**config.mk**
```make
export PLATFORM = sky130hd
export DESIGN_NAME = multicycle_control
export DESIGN_NICKNAME = d
export VERILOG_FILES = /design/src/rtl/mips_ctrl_pkg.sv /design/src/rtl/mem_wait_timer.sv /design/src/rtl/multicycle_control.sv
export SDC_FILE = /design/constraint.sdc
export NUM_CORES = 1
export LEC_CHECK = 0
export ABC_AREA = 1
export BUFFER_PORTS_ARGS = -buffer_cell sky130_fd_sc_hd__buf_2
export CORE_ASPECT_RATIO = 0.8
export CORE_UTILIZATION = 54
export DETAILED_ROUTE_END_ITERATION = 6
export PLACE_DENSITY = 0.83
export SLEW_MARGIN = 10
export SYNTH_ARGS = -nofsm -noshare
export SYNTH_HDL_FRONTEND = slang
export SYNTH_SLANG_ARGS = --single-unit
```
**constraint.sdc**
```tcl
create_clock -name clk -period 2.45 [get_ports clk]
set_input_delay 0.1225 -clock clk [delete_from_list [all_inputs] [get_ports clk]]
set_output_delay 0.1225 -clock clk [all_outputs]
set_load 0.03 [all_outputs]
```
**src/rtl/mips_ctrl_pkg.sv**
```systemverilog
// Shared definitions for the multicycle MIPS main control FSM and the ALU control decoder.
package mips_ctrl_pkg;

    typedef enum logic [3:0] {
        S_IDLE,
        S_FETCH,
        S_DECODE,
        S_MEMADR,
        S_MEMRD,
        S_MEMWB,
        S_MEMWR,
        S_EXEC,
        S_ALUWB,
        S_BRANCH,
        S_BNEBR,
        S_ADDIEX,
        S_ADDIWB,
        S_JUMP,
        S_FAULT
    } state_t;

    localparam logic [5:0] OP_RTYPE = 6'b000000;
    localparam logic [5:0] OP_LW    = 6'b100011;
    localparam logic [5:0] OP_SW    = 6'b101011;
    localparam logic [5:0] OP_BEQ   = 6'b000100;
    localparam logic [5:0] OP_BNE   = 6'b000101;
    localparam logic [5:0] OP_ADDI  = 6'b001000;
    localparam logic [5:0] OP_J     = 6'b000010;

    localparam logic [2:0] ALUOP_ADD   = 3'b000;
    localparam logic [2:0] ALUOP_RTYPE = 3'b001;
    localparam logic [2:0] ALUOP_SUB   = 3'b010;

    localparam logic [1:0] SRCB_B       = 2'b00;
    localparam logic [1:0] SRCB_FOUR    = 2'b01;
    localparam logic [1:0] SRCB_IMM     = 2'b10;
    localparam logic [1:0] SRCB_IMM_SL2 = 2'b11;

    localparam logic [1:0] PCSRC_ALU    = 2'b00;
    localparam logic [1:0] PCSRC_ALUOUT = 2'b01;
    localparam logic [1:0] PCSRC_JUMP   = 2'b10;

    // States that wait on the memory handshake and are guarded by the timeout.
    function automatic logic is_mem_wait(input state_t s);
        return (s == S_FETCH) || (s == S_MEMRD) || (s == S_MEMWR);
    endfunction

endpackage

```
**src/rtl/mem_wait_timer.sv**
```systemverilog
// Saturating wait counter for memory handshakes; expired flags TIMEOUT_CYCLES wait cycles seen.
module mem_wait_timer #(
    parameter int TIMEOUT_CYCLES = 15
) (
    input  logic clk,
    input  logic rst,
    input  logic clr,
    input  logic en,
    output logic expired
);

    localparam int W = $clog2(TIMEOUT_CYCLES + 1);
    localparam logic [W-1:0] LIMIT = W'(TIMEOUT_CYCLES);

    logic [W-1:0] cnt;

    always_ff @(posedge clk or posedge rst) begin
        if (rst) begin
            cnt <= '0;
        end else if (clr) begin
            cnt <= '0;
        end else if (en && (cnt != LIMIT)) begin
            cnt <= cnt + W'(1);
        end
    end

    assign expired = (cnt == LIMIT);

endmodule

```
**src/rtl/multicycle_control.sv**
```systemverilog
// Main control FSM of the multicycle MIPS datapath.
// Optional feature: define BNE_SUPPORT_EN to decode bne (opcode 000101) instead of faulting.
module multicycle_control
    import mips_ctrl_pkg::*;
#(
    parameter int TIMEOUT_CYCLES = 15
) (
    input  logic       clk,
    input  logic       rst,
    input  logic [5:0] Opcode,
    input  logic       Zero,
    input  logic       MemReady,
    output logic       PCWrite,
    output logic       IorD,
    output logic       MemRead,
    output logic       MemWrite,
    output logic       IRWrite,
    output logic       MemtoReg,
    output logic       RegDst,
    output logic       RegWrite,
    output logic       ALUSrcA,
    output logic [1:0] ALUSrcB,
    output logic [1:0] PCSrc,
    output logic [2:0] ALUop,
    output logic       Fault
);

    state_t state, next_state;
    logic   expired;

    always_ff @(posedge clk or posedge rst) begin
        if (rst) begin
            state <= S_IDLE;
        end else begin
            state <= next_state;
        end
    end

    // Any state change restarts the count, so each memory state starts its wait from zero.
    mem_wait_timer #(.TIMEOUT_CYCLES(TIMEOUT_CYCLES)) u_timer (
        .clk     (clk),
        .rst     (rst),
        .clr     (next_state != state),
        .en      (is_mem_wait(state) && !MemReady),
        .expired (expired)
    );

    always_comb begin
        next_state = state;
        PCWrite    = 1'b0;
        IorD       = 1'b0;
        MemRead    = 1'b0;
        MemWrite   = 1'b0;
        IRWrite    = 1'b0;
        MemtoReg   = 1'b0;
        RegDst     = 1'b0;
        RegWrite   = 1'b0;
        ALUSrcA    = 1'b0;
        ALUSrcB    = SRCB_B;
        PCSrc      = PCSRC_ALU;
        ALUop      = ALUOP_ADD;
        Fault      = 1'b0;

        case (state)
            S_IDLE: next_state = S_FETCH;
            S_FETCH: begin
                MemRead = 1'b1;
                ALUSrcB = SRCB_FOUR;
                IRWrite = MemReady;
                PCWrite = MemReady;
                if (MemReady)     next_state = S_DECODE;
                else if (expired) next_state = S_FAULT;
            end
            S_DECODE: begin
                ALUSrcB = SRCB_IMM_SL2;
                case (Opcode)
                    OP_RTYPE:      next_state = S_EXEC;
                    OP_LW, OP_SW:  next_state = S_MEMADR;
                    OP_BEQ:        next_state = S_BRANCH;
`ifdef BNE_SUPPORT_EN
                    OP_BNE:        next_state = S_BNEBR;
`endif
                    OP_ADDI:       next_state = S_ADDIEX;
                    OP_J:          next_state = S_JUMP;
                    default:       next_state = S_FAULT;
                endcase
            end
            S_MEMADR: begin
                ALUSrcA    = 1'b1;
                ALUSrcB    = SRCB_IMM;
                next_state = (Opcode == OP_SW) ? S_MEMWR : S_MEMRD;
            end
            S_MEMRD: begin
                MemRead = 1'b1;
                IorD    = 1'b1;
                if (MemReady)     next_state = S_MEMWB;
                else if (expired) next_state = S_FAULT;
            end
            S_MEMWB: begin
                RegWrite   = 1'b1;
                MemtoReg   = 1'b1;
                next_state = S_FETCH;
            end
            S_MEMWR: begin
                MemWrite = 1'b1;
                IorD     = 1'b1;
                if (MemReady)     next_state = S_FETCH;
                else if (expired) next_state = S_FAULT;
            end
            S_EXEC: begin
                ALUSrcA    = 1'b1;
                ALUop      = ALUOP_RTYPE;
                next_state = S_ALUWB;
            end
            S_ALUWB: begin
                RegWrite   = 1'b1;
                RegDst     = 1'b1;
                next_state = S_FETCH;
            end
            S_BRANCH, S_BNEBR: begin
                ALUSrcA    = 1'b1;
                ALUop      = ALUOP_SUB;
                PCSrc      = PCSRC_ALUOUT;
                PCWrite    = (state == S_BNEBR) ? !Zero : Zero;
                next_state = S_FETCH;
            end
            S_ADDIEX: begin
                ALUSrcA    = 1'b1;
                ALUSrcB    = SRCB_IMM;
                next_state = S_ADDIWB;
            end
            S_ADDIWB: begin
                RegWrite   = 1'b1;
                next_state = S_FETCH;
            end
            S_JUMP: begin
                PCSrc      = PCSRC_JUMP;
                PCWrite    = 1'b1;
                next_state = S_FETCH;
            end
            S_FAULT: Fault = 1'b1;
            default: next_state = S_IDLE;
        endcase
    end

endmodule

```
==> Yosys cells after proc, flatten, opt, wreduce, memory -nomap -nowiden <==
Cells that the tools add are included.
{ "word_totals": {"register_bits": 8, "input_bits": 10, "out_inout_bits": 17, "word_cells": 65} }
{ "op_classes": {"add_sub_neg": 1, "eq_ne": 22, "muxes": 23, "n_reduce_logical": 17} }
{ "ops": {"columns": ["cell", "n"], "rows": [
  ["one-hot mux 4 bit (9 select lines)", 1],
  ["== test 4 bit, second input constant", 8],
  ["two-way mux 4 bit", 6],
  ["one-hot mux 4 bit (5 select lines)", 1],
  ["== test 4 x 3 -> 1 bit, second input constant", 4],
  ["== test 6 bit, second input constant", 2],
  ["two-way mux 1 bit", 10],
  ["OR reduction 2 bit", 5],
  ["== test 4 x 2 -> 1 bit, second input constant", 2],
  ["one-hot mux 2 bit (2 select lines)", 2],
  ["OR reduction 7 bit", 1],
  ["== test 6 x 2 -> 1 bit, second input constant", 1],
  ["== test 6 x 3 -> 1 bit, second input constant", 1],
  ["== test 6 x 4 -> 1 bit, second input constant", 1],
  ["zero test 6 bit", 1],
  ["one-hot mux 2 bit (3 select lines)", 1],
  ["OR reduction 5 bit", 1],
  ["adder 4 x 1 -> 4 bit, second input constant", 1],
  ["== test 4 x 1 -> 1 bit, second input constant", 1],
  ["zero test 4 bit", 1],
  ["inequality test 4 bit", 1],
  ["inequality test 4 bit, second input constant", 1],
  ["one-hot mux 1 bit (3 select lines)", 1],
  ["OR reduction 3 bit", 1],
  ["5 further kinds", 8]
]} }

==> Logic depth before layout (Yosys ltp) <==
{ "logic_depth": {"word_depth": 7, "ltp_mapped": 14, "depth_no_buf": 14} }

==> Modules after synthesis <==
A second synthesis with hierarchy kept.
{ "hier_totals": {"cells_unflattened": 157, "area_unflattened_um2": 859.6} }
{ "modules_own_cells": {"columns": ["mod", "instances", "cells_each", "area_per_inst_um2", "seq_area_each_um2"], "rows": [
  ["multicycle_control", 1, 127, 630.6, 100.1],
  ["mem_wait_timer", 1, 30, 229.0, 100.1]
]} }

==> Worst setup path after synthesis <==
Ideal clock, no wire load.
{ "synth_path": {"path_type": "register -> output", "from": "reg state[1]", "to": "out PCWrite", "t_arrival_ns": 1.454, "t_required_ns": 2.328, "setup_slack_ns": 0.874, "path_stages_with_launch": 7, "n_path_buf": 1, "path_cell_list": "dfrtp_1 > buf_4 > inv_1 > nand2_1 > nor2_1 > a21oi_1 > nand2_1"} }
{ "synth_between": {"elab_chain_len": 3, "word_cells_on_any_way": 7, "classes_between": "4 x eq/ne; 2 x mux; 1 x reduce/logical"} }
{ "synth_rtl": {"columns": ["element", "line_no", "text"], "rows": [
  ["start, declared", "multicycle_control.sv:28", "state_t state, next_state;"],
  ["start signal, assigned", "multicycle_control.sv:35", "state <= next_state;"],
  ["== test 4 bit (on tied branches)", "multicycle_control.sv:64, multicycle_control.sv:124", null],
  ["two-way mux 1 bit or OR reduction 2 bit (tied branches)", "multicycle_control.sv:124, multicycle_control.sv:64", null],
  ["one-hot mux 1 bit (3 select lines) (*)", "multicycle_control.sv:64", "case (state)"],
  ["end, declared", "multicycle_control.sv:13", "output logic PCWrite,"]
]} }
Every way passes the cells marked *; elsewhere a longest branch is shown, timed or not.

==> Final worst setup path <==
{ "layout_path": {"from": "reg state[1]", "to": "reg u_timer.cnt[0]"} }
{ "layout_between": {"word_cells_on_any_way": 28, "classes_between": "15 x eq/ne; 6 x mux; 7 x reduce/logical"} }
{ "layout_rtl": {"columns": ["element", "line_no", "text"], "rows": [
  ["== test 4 bit (tied with other cells)", "multicycle_control.sv:64", null],
  ["OR reduction 7 bit (no line)", null, null],
  ["one-hot mux 4 bit (9 select lines) (*)", "multicycle_control.sv:64", null],
  ["named net next_state[0]", "multicycle_control.sv:28", null],
  ["inequality test 4 bit (*)", "multicycle_control.sv:43", ".clr (next_state != state),"],
  ["two-way mux 4 bit or nonzero test 2 bit (tied branches)", null, null],
  ["end signal, assigned", "mem_wait_timer.sv:23", "cnt <= cnt + W'(1);"],
  ["end, declared", "mem_wait_timer.sv:15", "logic [W-1:0] cnt;"]
]} }
Mark *: on every way through the listed nets, which the timed path passes. The rest lies on a longest branch.
A chain may end at the register's enable or synchronous reset.

==> out/qor.txt <==
WL final - 2300 um
Fin. Hold Viols - 0
Fraction of final layout cells sized beyond drive strength 1 - 20.5%
Clock Skew - 13.8 ps
Die width - 47.4 um
Post-synth EDFFs - 0
Final setup viols - 0
Bufs on Longest Clock Path - 2
Worst hold path type - in -> reg
Clk slew on worst S/H paths - 60 ps
CP startpoint kind - flop
Via count - 1069
F_max - 543 MHz
Port bufs - 25
Instance count on the critical path - 12
Row cnt - 12
CP max stage delay - 500 ps
DR pass1 iterations - 4
Nets - 203
Initial drt markers - 70
Synth cell count leaders - nand2_1 (52), nor2_1 (27), inv_1 (26)
Crit-path max FO - 8
Synth area leaders - dfrtp_1 (22%), nand2_1 (22%), nor2_1 (11%)
Global route overflow - 0
Vias in the first global route - 880
TritonCTS clock tree - built
Flip-flop and latch count after synthesis - 8
Global-route usage over all layers - 28.0%
Setup crit end kind - flop
Outcome - finished, final reports clean
Initial antenna violation count - 0
Multi-input gate area - 568 um2
Largest net degree at the start of global routing - 9
Worst vdd ir - 0.746 mV
PostCTS Resize Cnt - 0
Wirelength per Cell - 10.9 um
FF-to-FF path depth - 12
Seq. cell area - 200 um2
Cells along the critical path - inv_1 > nand2_1 > nand2_1 > nand3_1 > nand2_1 > a21oi_2 > nand2_2 > nand2_1 > nand2_1 > nor2_1 > nand2_1 > nor2_1
Mapped Cells - 163
Clk_lat worst skew - 260 ps
Via-to-Cell Ratio - 5.07
Syn nets - 174
Post-DRT Antenna Nets - 0
Sequential element share of the synthesized area - 22.4%
RSZ-0062 raised after global routing - false
ANT cells - 0
Die Footprint - 1820 um2
Power per cell area - 1240 nW/um2
Ys Warns - 0
GPL Wtd Cong - 0.902
Placed wire-length estimate - 1860 um
Period utilisation layout - 75.2%
CP Class - reg -> reg
CP dominant cell by count - nand2_1
Die height - 38.4 um
Fin crit period - 1840 ps
Cell family with most CP delay - simple AND/OR/NAND/NOR gates
Worst EP required - 2630 ps
Synth Cell Area - 892 um2
Leading area contributor after synthesis - dfrtp_1
DRC - 0
H-tree lvl count - 1
Hold Path Depth - 4
Main synth FF type - dfrtp_1
Most frequent cell after synthesis - nand2_1
Filler instances - 133
WP data arrival - 2020 ps
Max-cap violations - 0
Initial Util - 61.3%
Leak - 0.686 nW
Post-CTS Setup Inserts - 0
Final core occ - 72.9%
I/O pin count - 27
Global-route wire length before repair - 3540 um
Cell variety after synth - 22
Worst path bufs/invs - 1
Final Max Slew Viols - 0
Setup_tns - 0 ps
Post-synth ARST share - 100%
Area share of the largest cell type after synthesis - 22.4%
TritonCTS Sinks - 8
CP max stage cell - dfrtp_1
Synth-to-Final Area Change - 18.9%
Num CTS Buffers - 3
CTS root buffer - clkbuf_4
Mapped Avg Cell Area - 5.47 um2
Core ar. - 1460 um2
[cell families after synthesis]
| logic type | count (synthesis) | share of synthesized area [%] |
|---|---|---|
| DFF | 8 | 22.4 |
| other | 1 | 0.420 |
| and+or+nand+nor | 108 | 51.9 |
| buffers and inverters | 31 | 13.9 |
| AOI/OAI and AO/OA | 12 | 7.99 |
| adders and majority gates | 1 | 1.40 |
| xor gates and xnor gates | 2 | 1.96 |
[worst paths after layout]
kind                                              end  slack, ps                        from
setup / recovery           u_timer.cnt[0]$_DFFE_PP0P_        610          state[1]$_DFF_PP0_
hold / removal                     state[2]$_DFF_PP0_        310                    MemReady
setup reg to reg           u_timer.cnt[0]$_DFFE_PP0P_        610          state[1]$_DFF_PP0_
hold reg to reg            u_timer.cnt[1]$_DFFE_PP0P_        570  u_timer.cnt[1]$_DFFE_PP0P_
max in group asynchronous          state[1]$_DFF_PP0_       1860                         rst
min in group asynchronous  u_timer.cnt[2]$_DFFE_PP0P_        340                         rst
[layer usage]
layer,GRT usage (%),vias up,share of wire (%)
met5,0,-,0
li1,-,556,-
met4,5.00,0,0
met1,37.3,463,49
met3,6.13,0,7.9
met2,46.2,50,43
[state kept, by name (all words and copies together), names as in the netlist]
signal and count:
state 4, u_timer.cnt 4
[cell usage in the layout, fill, tap and decap left out]
master         count
nand2_1           52
nor2_1            27
inv_1             26
buf_2             25
nand3_1           17
dfrtp_1            8
o21ai_0            5
nand2_2            4
inv_2              3
nor3_1             3
a21oi_1            3
clkbuf_4           3
nor2_4             2
nand4_1            2
nor2_2             1
xnor2_1            1
a21oi_2            1
a21boi_0           1
a22o_1             1
o22ai_1            1
xor2_1             1
ha_1               1
conb_1             1
dlygate4sd3_1      1
[through the flow]
stage / setup WS, ps / cell area [um2] / hold slack (ps) / power [mW] / instances
6_report: 609 / 1060 / 309 / 1.31 / 211
5_1_grt: 491 / 1060 / 354 / 1.42 / 211
4_1_cts: 666 / 1060 / 293 / 1.30 / 211
3_5_place_dp: 682 / 1030 / 78.0 / 1.19 / 207
3_3_place_gp: 649 / 1030 / 70.5 / 1.17 / 207
2_1_floorplan: 874 / 892 / -61.8 / 0.967 / 163
[cell type report]
cell class,count,share of cell area (%)
Clock buffer,3,2.12
Tap cell,21,2.48
Inverter,29,10.3
Multi-Input combinational cell,124,53.5
Sequential cell,8,18.9
Timing Repair Buffer,26,12.7
[power by group]
part | internal (mW) | switching, mW | leakage, nW
clock | 0.0562 | 0.0468 | 0.0138
combinational | 0.278 | 0.691 | 0.566
sequential | 0.171 | 0.0690 | 0.107
[repair_timing]
| action | 4_1_cts | 5_1_grt |
|---|---|---|
| setup endpoints to repair | 0 | 0 |
| hold buffers | 1 | 0 |
| endpoints found under the hold margin | 8 | 0 |
[tightest hold or removal path, stage by stage]
cell and delay [ps]:
buf_2 100, nand2_1 50, nand3_1 130, nand3_1 120
No activity file was read; power rests on OpenSTA's default activity.
